`src/rtl/ifetch_line_buffer_pkg.sv`:
```
// Shared widths, line geometry and fetch FSM encodings for the instruction-fetch line buffer.
package ifetch_line_buffer_pkg;

    localparam int unsigned ADDR_WIDTH       = 32;
    localparam int unsigned MY_WIDTH      = 128;
    localparam int unsigned LINE_OFFSET_BITS = 4;
    localparam int unsigned WORD_W           = 32;

    typedef enum logic [1:0] {
        IF_IDLE  = 2'd0,
        IF_FETCH = 2'd1,
        IF_DRAIN = 2'd2
    } if_state_e;

endpackage

```
`src/rtl/ifetch_line_buffer.sv`:
```
// Instruction-fetch front end: fetches 128-bit lines from mem_ctrl port 1, holds one line,
// and streams 32-bit instructions to decode in program order with redirect support.
module ifetch_line_buffer
    import ifetch_line_buffer_pkg::*;
#(
    parameter int unsigned       ADDR_W   = ADDR_WIDTH,
    parameter int unsigned       LINE_W   = MY_WIDTH,
    parameter logic [ADDR_W-1:0] RESET_PC = '0
) (
    input  logic              CLK,
    input  logic              RST,
    input  logic              redirect,
    input  logic [ADDR_W-1:0] redirect_pc,
    output logic              inst_valid,
    output logic [31:0]       inst,
    output logic [ADDR_W-1:0] inst_pc,
    input  logic              inst_ready,
    output logic              read_op1,
    output logic [ADDR_W-1:0] addr1,
    input  logic [LINE_W-1:0] data1_o,
    input  logic              busy1,
    input  logic              done1
);

    localparam int unsigned TAG_W = ADDR_W - LINE_OFFSET_BITS;
    localparam int unsigned WORDS = LINE_W / WORD_W;

    if_state_e                     state_q, state_d;
    logic [ADDR_W-1:0]             pc_q, pc_d;
    logic [WORDS-1:0][WORD_W-1:0]  buf_q, buf_d;
    logic [TAG_W-1:0]              tag_q, tag_d;
    logic                          buf_valid_q, buf_valid_d;
    logic                          read_q, read_d;
    logic [ADDR_W-1:0]             addr_q, addr_d;

    logic                          hit;
    logic [ADDR_W-1:0]             redir_pc;
    logic                          unused_inputs;

    // busy1 is advisory only: a request simply waits for done1.
    assign unused_inputs = ^{busy1, redirect_pc[1:0]};

    assign hit      = buf_valid_q && (tag_q == pc_q[ADDR_W-1:LINE_OFFSET_BITS]);
    assign redir_pc = {redirect_pc[ADDR_W-1:2], 2'b00};

    // All outputs come from registered state only.
    assign inst_valid = (state_q == IF_IDLE) && hit;
    assign inst       = buf_q[pc_q[3:2]];
    assign inst_pc    = pc_q;
    assign read_op1   = read_q;
    assign addr1      = addr_q;

    always_ff @(posedge CLK) begin
        if (RST) begin
            state_q     <= IF_IDLE;
            pc_q        <= RESET_PC;
            buf_q       <= '0;
            tag_q       <= '0;
            buf_valid_q <= 1'b0;
            read_q      <= 1'b0;
            addr_q      <= '0;
        end else begin
            state_q     <= state_d;
            pc_q        <= pc_d;
            buf_q       <= buf_d;
            tag_q       <= tag_d;
            buf_valid_q <= buf_valid_d;
            read_q      <= read_d;
            addr_q      <= addr_d;
        end
    end

    always_comb begin
        state_d     = state_q;
        pc_d        = pc_q;
        buf_d       = buf_q;
        tag_d       = tag_q;
        buf_valid_d = buf_valid_q;
        read_d      = read_q;
        addr_d      = addr_q;

        unique case (state_q)
            IF_IDLE: begin
                if (redirect) begin
                    pc_d        = redir_pc;
                    buf_valid_d = 1'b0;
                end else if (!hit) begin
                    state_d = IF_FETCH;
                    read_d  = 1'b1;
                    addr_d  = {pc_q[ADDR_W-1:LINE_OFFSET_BITS], {LINE_OFFSET_BITS{1'b0}}};
                end else if (inst_ready) begin
                    pc_d = pc_q + ADDR_W'(4);
                end
            end

            IF_FETCH: begin
                if (done1) begin
                    read_d  = 1'b0;
                    state_d = IF_IDLE;
                    // A redirect landing with the data drops the line outright.
                    if (redirect) begin
                        pc_d        = redir_pc;
                        buf_valid_d = 1'b0;
                    end else begin
                        buf_d       = data1_o;
                        tag_d       = addr_q[ADDR_W-1:LINE_OFFSET_BITS];
                        buf_valid_d = 1'b1;
                    end
                end else if (redirect) begin
                    pc_d        = redir_pc;
                    buf_valid_d = 1'b0;
                    state_d     = IF_DRAIN;
                end
            end

            IF_DRAIN: begin
                if (redirect) begin
                    pc_d        = redir_pc;
                    buf_valid_d = 1'b0;
                end
                if (done1) begin
                    read_d  = 1'b0;
                    state_d = IF_IDLE;
                end
            end

            default: begin
                state_d = IF_IDLE;
            end
        endcase
    end

endmodule

```
`config.mk`:
```
export PLATFORM = sky130hd
export DESIGN_NAME = ifetch_line_buffer
export DESIGN_NICKNAME = d
export VERILOG_FILES = /design/src/rtl/ifetch_line_buffer_pkg.sv /design/src/rtl/ifetch_line_buffer.sv
export SDC_FILE = /design/constraint.sdc
export NUM_CORES = 1
export LEC_CHECK = 0
export BUFFER_PORTS_ARGS = -buffer_cell sky130_fd_sc_hd__buf_2
export CORE_ASPECT_RATIO = 0.8
export CORE_MARGIN = 2
export CORE_UTILIZATION = 50
export CTS_BUF_LIST = sky130_fd_sc_hd__clkbuf_2
export DETAILED_ROUTE_END_ITERATION = 10
export PLACE_DENSITY = 0.76
export SYNTH_ARGS = -nofsm -noshare
export SYNTH_HDL_FRONTEND = slang
export SYNTH_SLANG_ARGS = --single-unit
export TNS_END_PERCENT = 30
```
`constraint.sdc`:
```
create_clock -name CLK -period 3.34 [get_ports CLK]
set_input_delay 0.668 -clock CLK [delete_from_list [all_inputs] [get_ports CLK]]
set_output_delay 0.668 -clock CLK [all_outputs]
set_load 0.1 [all_outputs]
```
==> results.py <==
metrics = {
    "outcome": {
        "status": "complete, no violations",
    },
    "critical_path": {
        "path_delay_family": "buffers and inverters",
        "r2r_setup_slack_ns": 0.61,
        "cp-startpoint": "inst_pc[2]",
        "timing.rr.start": "inst_pc[18]",
        "start_kind": "register",
        "crit_buf_inv": 2,
        "crit_chain": "buf_4 -> mux4_2 -> buf_2",
        "cp_slowest_cell": "dfxtp_2",
        "cp.arrival_ns": 2.49,
        "max_stage_delay_ns": 0.50,
        "crit_path_end_kind": "output pin",
        "cp.required_ns": 2.67,
        "path_class": "reg2out",
        "path_max_fanout": 28,
    },
    "grt": {
        "overflow": 0,
        "antenna_found_initial": 2,
        "grt_pass1_wl_mm": 44.5,
        "grt_max_degree": 129,
        "grt_usage_pct": 26.7,
        "grt_pass1_vias": 8504,
    },
    "synth": {
        "yosys.area.top_type_share_pct": 44.3,
        "syn-cell-area_sq_um": 9850,
        "ys_seq_area_share_pct": 44.3,
        "ys.flop_type": "dfxtp_1",
        "yosys.area.top_type": "dfxtp_1",
        "synth_area_leaders": "dfxtp_1, nand2_1, a21oi_1",
        "async_flop_share_pct": 0,
        "syn_inst": 1161,
        "ys_seq_elements": 218,
        "synth_cell_types": 69,
        "synth_edf_count": 0,
        "yosys_warnings": 0,
        "syn_area_per_cell_sq_um": 8.49,
    },
    "cells_and_area": {
        "final_cell_mix": "nand2_1, buf_2, dfxtp_1, a21oi_1, clkbuf_2",
        "layout-drive-gt1-share_pct": 30.9,
        "final_cells": 1702,
        "final_common_cell": "nand2_1",
        "fin_nets": 1584,
        "area_growth_pct": 19.9,
        "post-route-util_pct": 61.7,
    },
    "floorplanning": {
        "core_area_sq_um": 19100,
        "start_util_pct": 51.5,
        "pin_count": 264,
        "num_rows": 45,
        "die_h_um": 130,
        "dieWidth_um": 161,
        "dieArea_sq_um": 20800,
    },
    "sta": {
        "timing.slew.headroom_pct": 38.5,
        "period_minus_slack_ns": 3.16,
        "fmax_ghz": 0.316,
        "clock_skew_ns": 0.0498,
        "rsz0062_at_grt": "no",
        "finalHoldViolations": 0,
        "setup_viol": 0,
        "tightest_slew_ns": 0.923,
        "period_share_pct": 94.6,
        "slew_viol_final": 0,
    },
    "detailed_routing": {
        "via_per_inst": 5.49,
        "ant_nets": 0,
        "drc": 0,
        "routedWlPerCell_um": 16.8,
        "drt_iter0_markers": 1016,
        "vias": 9337,
        "first_pass_iters": 8,
        "wirelength_mm": 28.6,
    },
    "hold_path": {
        "hp-class": "in2reg",
        "min-delay-start": "data1_o[127]",
    },
    "placement": {
        "hpwlAfterDp_mm": 19.8,
        "io_buffer_count": 254,
        "place.gp.congestion": 0.925,
        "placed_cells": 1614,
    },
    "power_and_ir_drop": {
        "total_leakage_power_uw": 0.00479,
        "powerDensity_nw_per_um2": 482,
        "ir_worst_vdd_uv": 228,
    },
    "cts": {
        "tritoncts": "yes",
        "clk_latency_ns": 0.79,
        "htreeDepth": 2,
        "cts_max_path_buffers": 3,
        "clk_pin_slew_ns": 0.12,
        "cts-hold-fix-buffers": 0,
        "clock-root-buffer": "clkbuf_2",
        "cts.sinks": 218,
        "cts_buffers": 54,
    },
    "flow_run": {
        "cap_violations": 0,
    },
}
synth_stat cells (4+ instances only):
| cell type | instances |
|---|---|
| nor2_1 | 49 |
| clkbuf_8 | 4 |
| ha_1 | 5 |
| xnor2_1 | 16 |
| o41ai_1 | 6 |
| o311ai_0 | 5 |
| a31oi_1 | 6 |
| nand4_1 | 12 |
| and3_1 | 5 |
| or3_1 | 11 |
| o31ai_1 | 12 |
| or2_2 | 4 |
| a211oi_1 | 5 |
| nor3_1 | 11 |
| and2_1 | 4 |
| dfxtp_1 | 218 |
| a32o_1 | 16 |
| clkbuf_1 | 58 |
| or4_1 | 7 |
| mux2i_1 | 28 |
| nor4_1 | 5 |
| buf_6 | 7 |
| nand3_1 | 11 |
| mux4_2 | 32 |
| buf_2 | 8 |
| a21oi_1 | 167 |
| buf_4 | 9 |
| nand2_1 | 356 |
| buf_1 | 8 |
| xor2_1 | 8 |
| inv_1 | 10 |
per-layer routing:
metal / vias up / track usage [%] / part of all wire, % / wire, um
li1: 4546 / - / - / -
met1: 4297 / 37.4 / 43 / 12300
met2: 426 / 38.9 / 43 / 12300
met3: 68 / 9.15 / 12 / 3400
met4: 0 / 8.93 / 2.4 / 701
met5: - / 0 / 0 / 0
stage by stage:
step,area [sq um],total power (uW),hold WS [ns],setup TNS (ns),worst slack [ns]
floorplan,9900,3730,0.433,-0.0000828,-0.0000828
detailed placement,11300,4050,0.444,0,0.678
CTS,11800,5720,0.0618,0,0.00476
finish,11800,5700,0.123,0,0.180
global route,11800,5970,0.0306,0,0.0174
global placement,11300,4040,0.439,0,0.706
path summary, 6_finish.rpt:
check | endpoint | cells after the start
worst max-delay path | inst[2] | 3
worst min-delay path | buf_q[127] | 3
worst max register to register | inst_pc[30] | 6
worst min register to register | buf_q[116] | 2
worst register-to-register path: stages, from the launching register on:
cell and delay [ns]:
dfxtp_1 0.58, nand4_1 0.24, or3_1 0.47, nor3_2 0.31
nand3_1 0.21, or4_1 0.53, a32o_2 0.29
flip-flops by register name, indices dropped and copies added, names as in the netlist:
signal and count:
addr1 28, buf_q 128, buf_valid_q 1, inst_pc 30, read_op1 1, state_q 2, tag_q 28
report_power, final:
part | switching [uW] | internal (uW)
Sequential | 85.3 | 2690
Clock | 1020 | 666
Combinational | 891 | 349
Total | 2000 | 3700
what timing repair did:
item	in CTS	in global routing
setup buffers	0	1
endpoints found under the setup margin	1	1
pin swaps	0	1
gates resized for setup	3	8
cells by family (layout without fill, tap and decap cells):
group	after synthesis	after routing	share of synthesized area, %
buf+inv	109	385	5.72
xor+xnor	25	25	2.30
flops	218	218	44.3
simple gates	493	493	21.1
mux	60	60	10.2
fa+ha+maj	5	5	0.635
compound gates	250	250	15.8
other cells	1	8	0.0381
final cells by class:
type                            count  area, sq um
Tap cell                          258          323
Sequential cell                   218         4390
Clock inverter                     10         65.1
Fill cell                        1735         7330
Antenna cell                        2         5.00
Clock buffer                       75          375
Timing Repair Buffer              290         1610
Inverter                           10         37.5
Multi-Input combinational cell    839         5010
(Power assumes the default switching activity.)
